File: config.mk
export PLATFORM = sky130hd
export DESIGN_NAME = pipe_stage_buf_flat
export DESIGN_NICKNAME = d
export VERILOG_FILES = /design/src/rtl/pipe_stage_buf_if.sv /design/src/rtl/pipe_stage_buf.sv /design/src/flat_wrapper.sv
export SDC_FILE = /design/constraint.sdc
export NUM_CORES = 1
export LEC_CHECK = 0
export ABC_AREA = 1
export CORE_ASPECT_RATIO = 1.25
export CORE_MARGIN = 5
export CORE_UTILIZATION = 49
export DETAILED_ROUTE_END_ITERATION = 12
export PLACE_DENSITY = 0.87
export SLEW_MARGIN = 20
export SYNTH_ARGS = -nofsm -noshare
export SYNTH_HDL_FRONTEND = slang
export SYNTH_SLANG_ARGS = --single-unit
File: constraint.sdc
create_clock -name clk_i -period 2 [get_ports clk_i]
set_input_delay 0.4 -clock clk_i [delete_from_list [all_inputs] [get_ports clk_i]]
set_output_delay 0.4 -clock clk_i [all_outputs]
set_load 0.05 [all_outputs]
File: src/rtl/pipe_stage_buf_if.sv
// Stage-boundary handshake bundle: upstream valid/ready/payload, flush, downstream
// valid/ready/payload, plus occupancy and stall-count observability.
interface pipe_stage_buf_if #(
  parameter int PAYLOAD_W = 135,
  parameter int CNT_W     = 16
);
  logic                 valid_i;
  logic                 ready_o;
  logic [PAYLOAD_W-1:0] payload_i;
  logic                 RegWrite_i;
  logic                 flush_i;
  logic                 valid_o;
  logic                 ready_i;
  logic [PAYLOAD_W-1:0] payload_o;
  logic                 RegWrite_o;
  logic [1:0]           occupancy_o;
  logic [CNT_W-1:0]     stall_cnt_o;

  modport slave (
    input  valid_i, payload_i, RegWrite_i, flush_i, ready_i,
    output ready_o, valid_o, payload_o, RegWrite_o, occupancy_o, stall_cnt_o
  );

  modport master (
    output valid_i, payload_i, RegWrite_i, flush_i, ready_i,
    input  ready_o, valid_o, payload_o, RegWrite_o, occupancy_o, stall_cnt_o
  );
endinterface

File: src/rtl/pipe_stage_buf.sv
// Pipeline-stage register with a two-entry skid buffer: ready_o depends only on
// registered state, so downstream stalls never reach upstream combinationally.
module pipe_stage_buf #(
  parameter int PAYLOAD_W = 135,
  parameter int CNT_W     = 16
) (
  input logic                clk_i,
  input logic                reset_i,
  pipe_stage_buf_if.slave    bus
);

  typedef enum logic [1:0] {
    EMPTY = 2'd0,
    ONE   = 2'd1,
    FULL  = 2'd2
  } state_t;

  state_t               state_q;
  logic [PAYLOAD_W-1:0] head_p0;
  logic                 head_rw_p0;
  logic [PAYLOAD_W-1:0] skid_p1;
  logic                 skid_rw_p1;
  logic [CNT_W-1:0]     stall_cnt_q;

  logic in_xfer;
  logic out_xfer;
  logic stall;

  function automatic logic [CNT_W-1:0] sat_inc(input logic [CNT_W-1:0] v);
    return (&v) ? v : v + {{(CNT_W-1){1'b0}}, 1'b1};
  endfunction

  assign bus.ready_o     = (state_q != FULL);
  assign bus.valid_o     = (state_q != EMPTY);
  assign bus.payload_o   = head_p0;
  assign bus.RegWrite_o  = head_rw_p0 & bus.valid_o;
  assign bus.occupancy_o = state_q;
  assign bus.stall_cnt_o = stall_cnt_q;

  assign in_xfer  = bus.valid_i & bus.ready_o;
  assign out_xfer = bus.valid_o & bus.ready_i;
  assign stall    = bus.valid_o & ~bus.ready_i;

  always_ff @(posedge clk_i) begin
    if (reset_i) begin
      state_q     <= EMPTY;
      head_p0     <= '0;
      head_rw_p0  <= 1'b0;
      skid_p1     <= '0;
      skid_rw_p1  <= 1'b0;
      stall_cnt_q <= '0;
    end else begin
      if (stall) stall_cnt_q <= sat_inc(stall_cnt_q);
      if (bus.flush_i) begin
        // Held and incoming entries are dropped; payload keeps its last value.
        state_q <= EMPTY;
      end else begin
        unique case (state_q)
          EMPTY: begin
            if (in_xfer) begin
              head_p0    <= bus.payload_i;
              head_rw_p0 <= bus.RegWrite_i;
              state_q    <= ONE;
            end
          end
          ONE: begin
            if (in_xfer && out_xfer) begin
              head_p0    <= bus.payload_i;
              head_rw_p0 <= bus.RegWrite_i;
            end else if (in_xfer) begin
              // Head is stalled: park the new entry behind it.
              skid_p1    <= bus.payload_i;
              skid_rw_p1 <= bus.RegWrite_i;
              state_q    <= FULL;
            end else if (out_xfer) begin
              state_q <= EMPTY;
            end
          end
          FULL: begin
            if (out_xfer) begin
              head_p0    <= skid_p1;
              head_rw_p0 <= skid_rw_p1;
              state_q    <= ONE;
            end
          end
          default: state_q <= EMPTY;
        endcase
      end
    end
  end

endmodule

File: src/flat_wrapper.sv
// flat-port wrapper written by rule: the top's interface ports become plain ports
module pipe_stage_buf_flat 
#(
  parameter int PAYLOAD_W = 135,
  parameter int CNT_W     = 16
)
  (clk_i, reset_i, bus_valid_i, bus_payload_i, bus_RegWrite_i, bus_flush_i, bus_ready_i, bus_ready_o, bus_valid_o, bus_payload_o, bus_RegWrite_o, bus_occupancy_o, bus_stall_cnt_o);
  pipe_stage_buf_if #(.PAYLOAD_W(PAYLOAD_W), .CNT_W(CNT_W)) bus_i ();
  input logic clk_i;
  input logic reset_i;
  input wire logic [$bits(bus_i.valid_i)-1:0] bus_valid_i;
  input wire logic [$bits(bus_i.payload_i)-1:0] bus_payload_i;
  input wire logic [$bits(bus_i.RegWrite_i)-1:0] bus_RegWrite_i;
  input wire logic [$bits(bus_i.flush_i)-1:0] bus_flush_i;
  input wire logic [$bits(bus_i.ready_i)-1:0] bus_ready_i;
  output wire logic [$bits(bus_i.ready_o)-1:0] bus_ready_o;
  output wire logic [$bits(bus_i.valid_o)-1:0] bus_valid_o;
  output wire logic [$bits(bus_i.payload_o)-1:0] bus_payload_o;
  output wire logic [$bits(bus_i.RegWrite_o)-1:0] bus_RegWrite_o;
  output wire logic [$bits(bus_i.occupancy_o)-1:0] bus_occupancy_o;
  output wire logic [$bits(bus_i.stall_cnt_o)-1:0] bus_stall_cnt_o;
  assign bus_i.valid_i = bus_valid_i;
  assign bus_i.payload_i = bus_payload_i;
  assign bus_i.RegWrite_i = bus_RegWrite_i;
  assign bus_i.flush_i = bus_flush_i;
  assign bus_i.ready_i = bus_ready_i;
  assign bus_ready_o = bus_i.ready_o;
  assign bus_valid_o = bus_i.valid_o;
  assign bus_payload_o = bus_i.payload_o;
  assign bus_RegWrite_o = bus_i.RegWrite_o;
  assign bus_occupancy_o = bus_i.occupancy_o;
  assign bus_stall_cnt_o = bus_i.stall_cnt_o;
  pipe_stage_buf #(.PAYLOAD_W(PAYLOAD_W), .CNT_W(CNT_W)) u_core (.clk_i(clk_i), .reset_i(reset_i), .bus(bus_i));
endmodule
==> results.json <==
{
  "core-area_um2": 23800,
  "rsz0062_at_grt": "false",
  "place.gp.congestion": 0.844,
  "switching_share": 0.281,
  "antenna_found_initial": 0,
  "synth_top_family_by_area": "compound AO/OA/AOI/OAI gates",
  "vias": 12000,
  "ys.flop_type": "dfxtp_1",
  "postCtsSetupRepairBufs": 0,
  "synth_edf_count": 0,
  "regArea_um2": 5810,
  "setup_viol": 0,
  "yosys.cell_count.top_type": "o21ai_0",
  "p_leak_nw": 6.93,
  "worst_slack_ns": 0.0600,
  "required_ns": 1.60,
  "timing.hold.ws_ns": 0.444,
  "post-route-util": 0.680,
  "combPwrFrac": 0.178,
  "internal_power_mw": 10.1,
  "ys_top_cells_by_area": "dfxtp_1, o21ai_0, nor2_1",
  "grt_pass1_vias": 11700,
  "synth_common_cells": "o21ai_0, nor2_1, dfxtp_1",
  "io_buffers": 296,
  "layout-drive-gt1-share": 0.0706,
  "power.share.sequential": 0.442,
  "synth_simple_gate_area_frac": 0.209,
  "wl_per_cell_um": 15.0,
  "ys_types": 25,
  "max_clock_freq_mhz": 515,
  "post-place-ws_ns": -0.179,
  "worstPathCellList": "buf_6 > buf_12",
  "n_antenna_cell": 0,
  "hold_path_startpoint": "u_core.skid_p1[38]",
  "crit_fanout": 31,
  "numClockSinks": 290,
  "cts_tree": "done",
  "dieArea_um2": 27500,
  "synthAdderAreaFrac": 0.00105,
  "path_clk_slew_ns": 0.06,
  "worstHoldPathCells": 2,
  "critPathKind": "reg2out",
  "ys_seq_area_frac": 0.488,
  "grt_pass1_wl_um": 55700,
  "report.final.slew_viol_count": 0,
  "clockPowerShare": 0.381,
  "endpoint_kind": "primary output",
  "syn_avg_cell_area_um2": 7.07,
  "layout.nets": 2081,
  "drc_errors": 0,
  "fillers": 1928,
  "min_period_ns": 1.94,
  "placedCellCount": 2233,
  "slew_headroom": 0.626,
  "cpMaxStageDelayCell": "dfxtp_1",
  "syn_area_um2": 11900,
  "routed_wl_um": 34300,
  "grt_max_degree": 93,
  "overflow": 0,
  "clock_latency_ns": 0.52,
  "fin_area_um2": 16200,
  "holdPathEnd": "u_core.skid_p1[38]",
  "drtPass1Iterations": 5,
  "synth-seq-cells": 290,
  "io_pins": 297,
  "synth.largest_area_cell": "dfxtp_1",
  "finalSetupTns_ns": 0,
  "die_width_um": 149,
  "maxCapViolCount": 0,
  "synth_fp_nets": 1826,
  "yosysWarnings": 0,
  "synth_cells": 1684,
  "rrSetupSlack_ns": 0.15,
  "start_util": 0.500,
  "synthXorXnorAreaFrac": 0.00515,
  "arrival_ns": 1.54,
  "rows": 63,
  "finalClockSkew_ns": 0.00727,
  "synthArstFlopShare": 0,
  "start_kind": "flip-flop",
  "clk_path_buf_depth": 3,
  "finalHoldViolations": 0,
  "synth_top_cell_area_share": 0.488,
  "hp-class": "reg2reg",
  "r2r_cells": 8,
  "irDropWorstVdd_mv": 0.736,
  "synth_compound_area_frac": 0.211,
  "place_hpwl_um": 23400,
  "netSwitchingPower_mw": 3.95,
  "multi_input_area_um2": 5100,
  "first_iter_violations": 710,
  "fin_cells": 2281,
  "postRouteAntennaNets": 0,
  "worstMarginPinSlew_ns": 0.563,
  "syn_to_final_growth_pct": 36.1,
  "slowest_delay_ns": 0.51,
  "power_mw": 14.1,
  "grtUsageTotal": 0.240,
  "die_h_um": 184,
  "root_buffer": "clkbuf_16",
  "r2r_end": "u_core.bus.payload_o[38]",
  "timing.final.crit_share": 0.970,
  "synth.area.mux_share": 0,
  "r2r_start": "u_core.bus.occupancy_o[1]",
  "postPlaceCellArea_um2": 15400,
  "vias_per_cell": 5.25,
  "cts_made_buffers": 28,
  "htreeDepth": 1,
  "status": "finished clean",
  "powerDensity_nw_per_um2": 868
}
==> cells by family after synthesis <==
kind of cell             after synthesis
AO/OA/AOI/OAI                        500
XOR/XNOR                               7
adder cells (fa/ha/maj)                1
buffers and inverters                249
flip-flops                           290
AND/OR/NAND/NOR                      637
==> critical path, delay by kind of cell, from the launching register on <==
kind	cells	cell delay (ns)
flops	1	0.51
buf+inv	2	0.50
==> cell usage in the layout, fill, tap and decap left out, drive strengths merged <==
cell type and instances:
o2111ai 1, nand3b 1, dlygate4sd2 126, ha 1
nand2 223, xor2 4, bufbuf 1, a21oi 120
nand4 7, clkinv 4, nor2 365, clkinvlp 2
o21ai 379, inv 125, bufinv 3, clkbuf 38
clkdlybuf4s50 140, nand3 41, xnor2 3, dfxtp 290
buf 82
==> power by group through the flow <==
stage          clock network, mW  logic (mW)  registers, mW
5_1_grt                     5.71        2.69           6.23
6_report                    5.35        2.50           6.21
4_1_cts                     5.45        2.51           6.21
3_5_place_dp                   0        2.62           6.34
2_1_floorplan                  0       0.749           7.12
3_3_place_gp                   0        2.57           6.33
==> worst max path at each step <==
stage / from / end / cells past startpoint
after CTS: u_core.bus.occupancy_o[0] / bus_ready_o / 4
after detailed placement: bus_valid_i / u_core.bus.payload_o[38] / 8
final: u_core.bus.occupancy_o[1] / bus_occupancy_o[1] / 2
after floorplan: u_core.bus.occupancy_o[1] / bus_RegWrite_o / 3
after global routing: u_core.bus.occupancy_o[1] / bus_occupancy_o[1] / 2
after global placement: bus_valid_i / u_core.bus.payload_o[27] / 8
==> final cells by class <==
type                            instances  share of cell area
Clock buffer                           38              0.0500
Timing Repair Buffer                  349               0.214
Clock inverter                          9             0.00772
Sequential cell                       290               0.359
Multi-Input combinational cell       1145               0.315
Tap cell                              325              0.0251
Inverter                              125              0.0297
==> state kept, by name, summed over array words and instances, names as in the netlist <==
signal	count
u_core.bus.stall_cnt_o	16
u_core.skid_p1	135
u_core.skid_rw_p1	1
u_core.head_rw_p0	1
u_core.bus.payload_o	135
u_core.bus.occupancy_o	2
==> routing by layer <==
layer | share of wire | track usage
met5 | 0 | 0
met4 | 0.058 | 0.134
met3 | 0.073 | 0.0472
met2 | 0.48 | 0.415
met1 | 0.38 | 0.278
==> what timing repair did <==
item,CTS,global route
pin swaps,0,0
resized for setup,131,3
gates cloned,1,0
endpoints found under the setup margin,129,2
hold buffers,0,0
No activity file was read; power rests on OpenSTA's default activity.
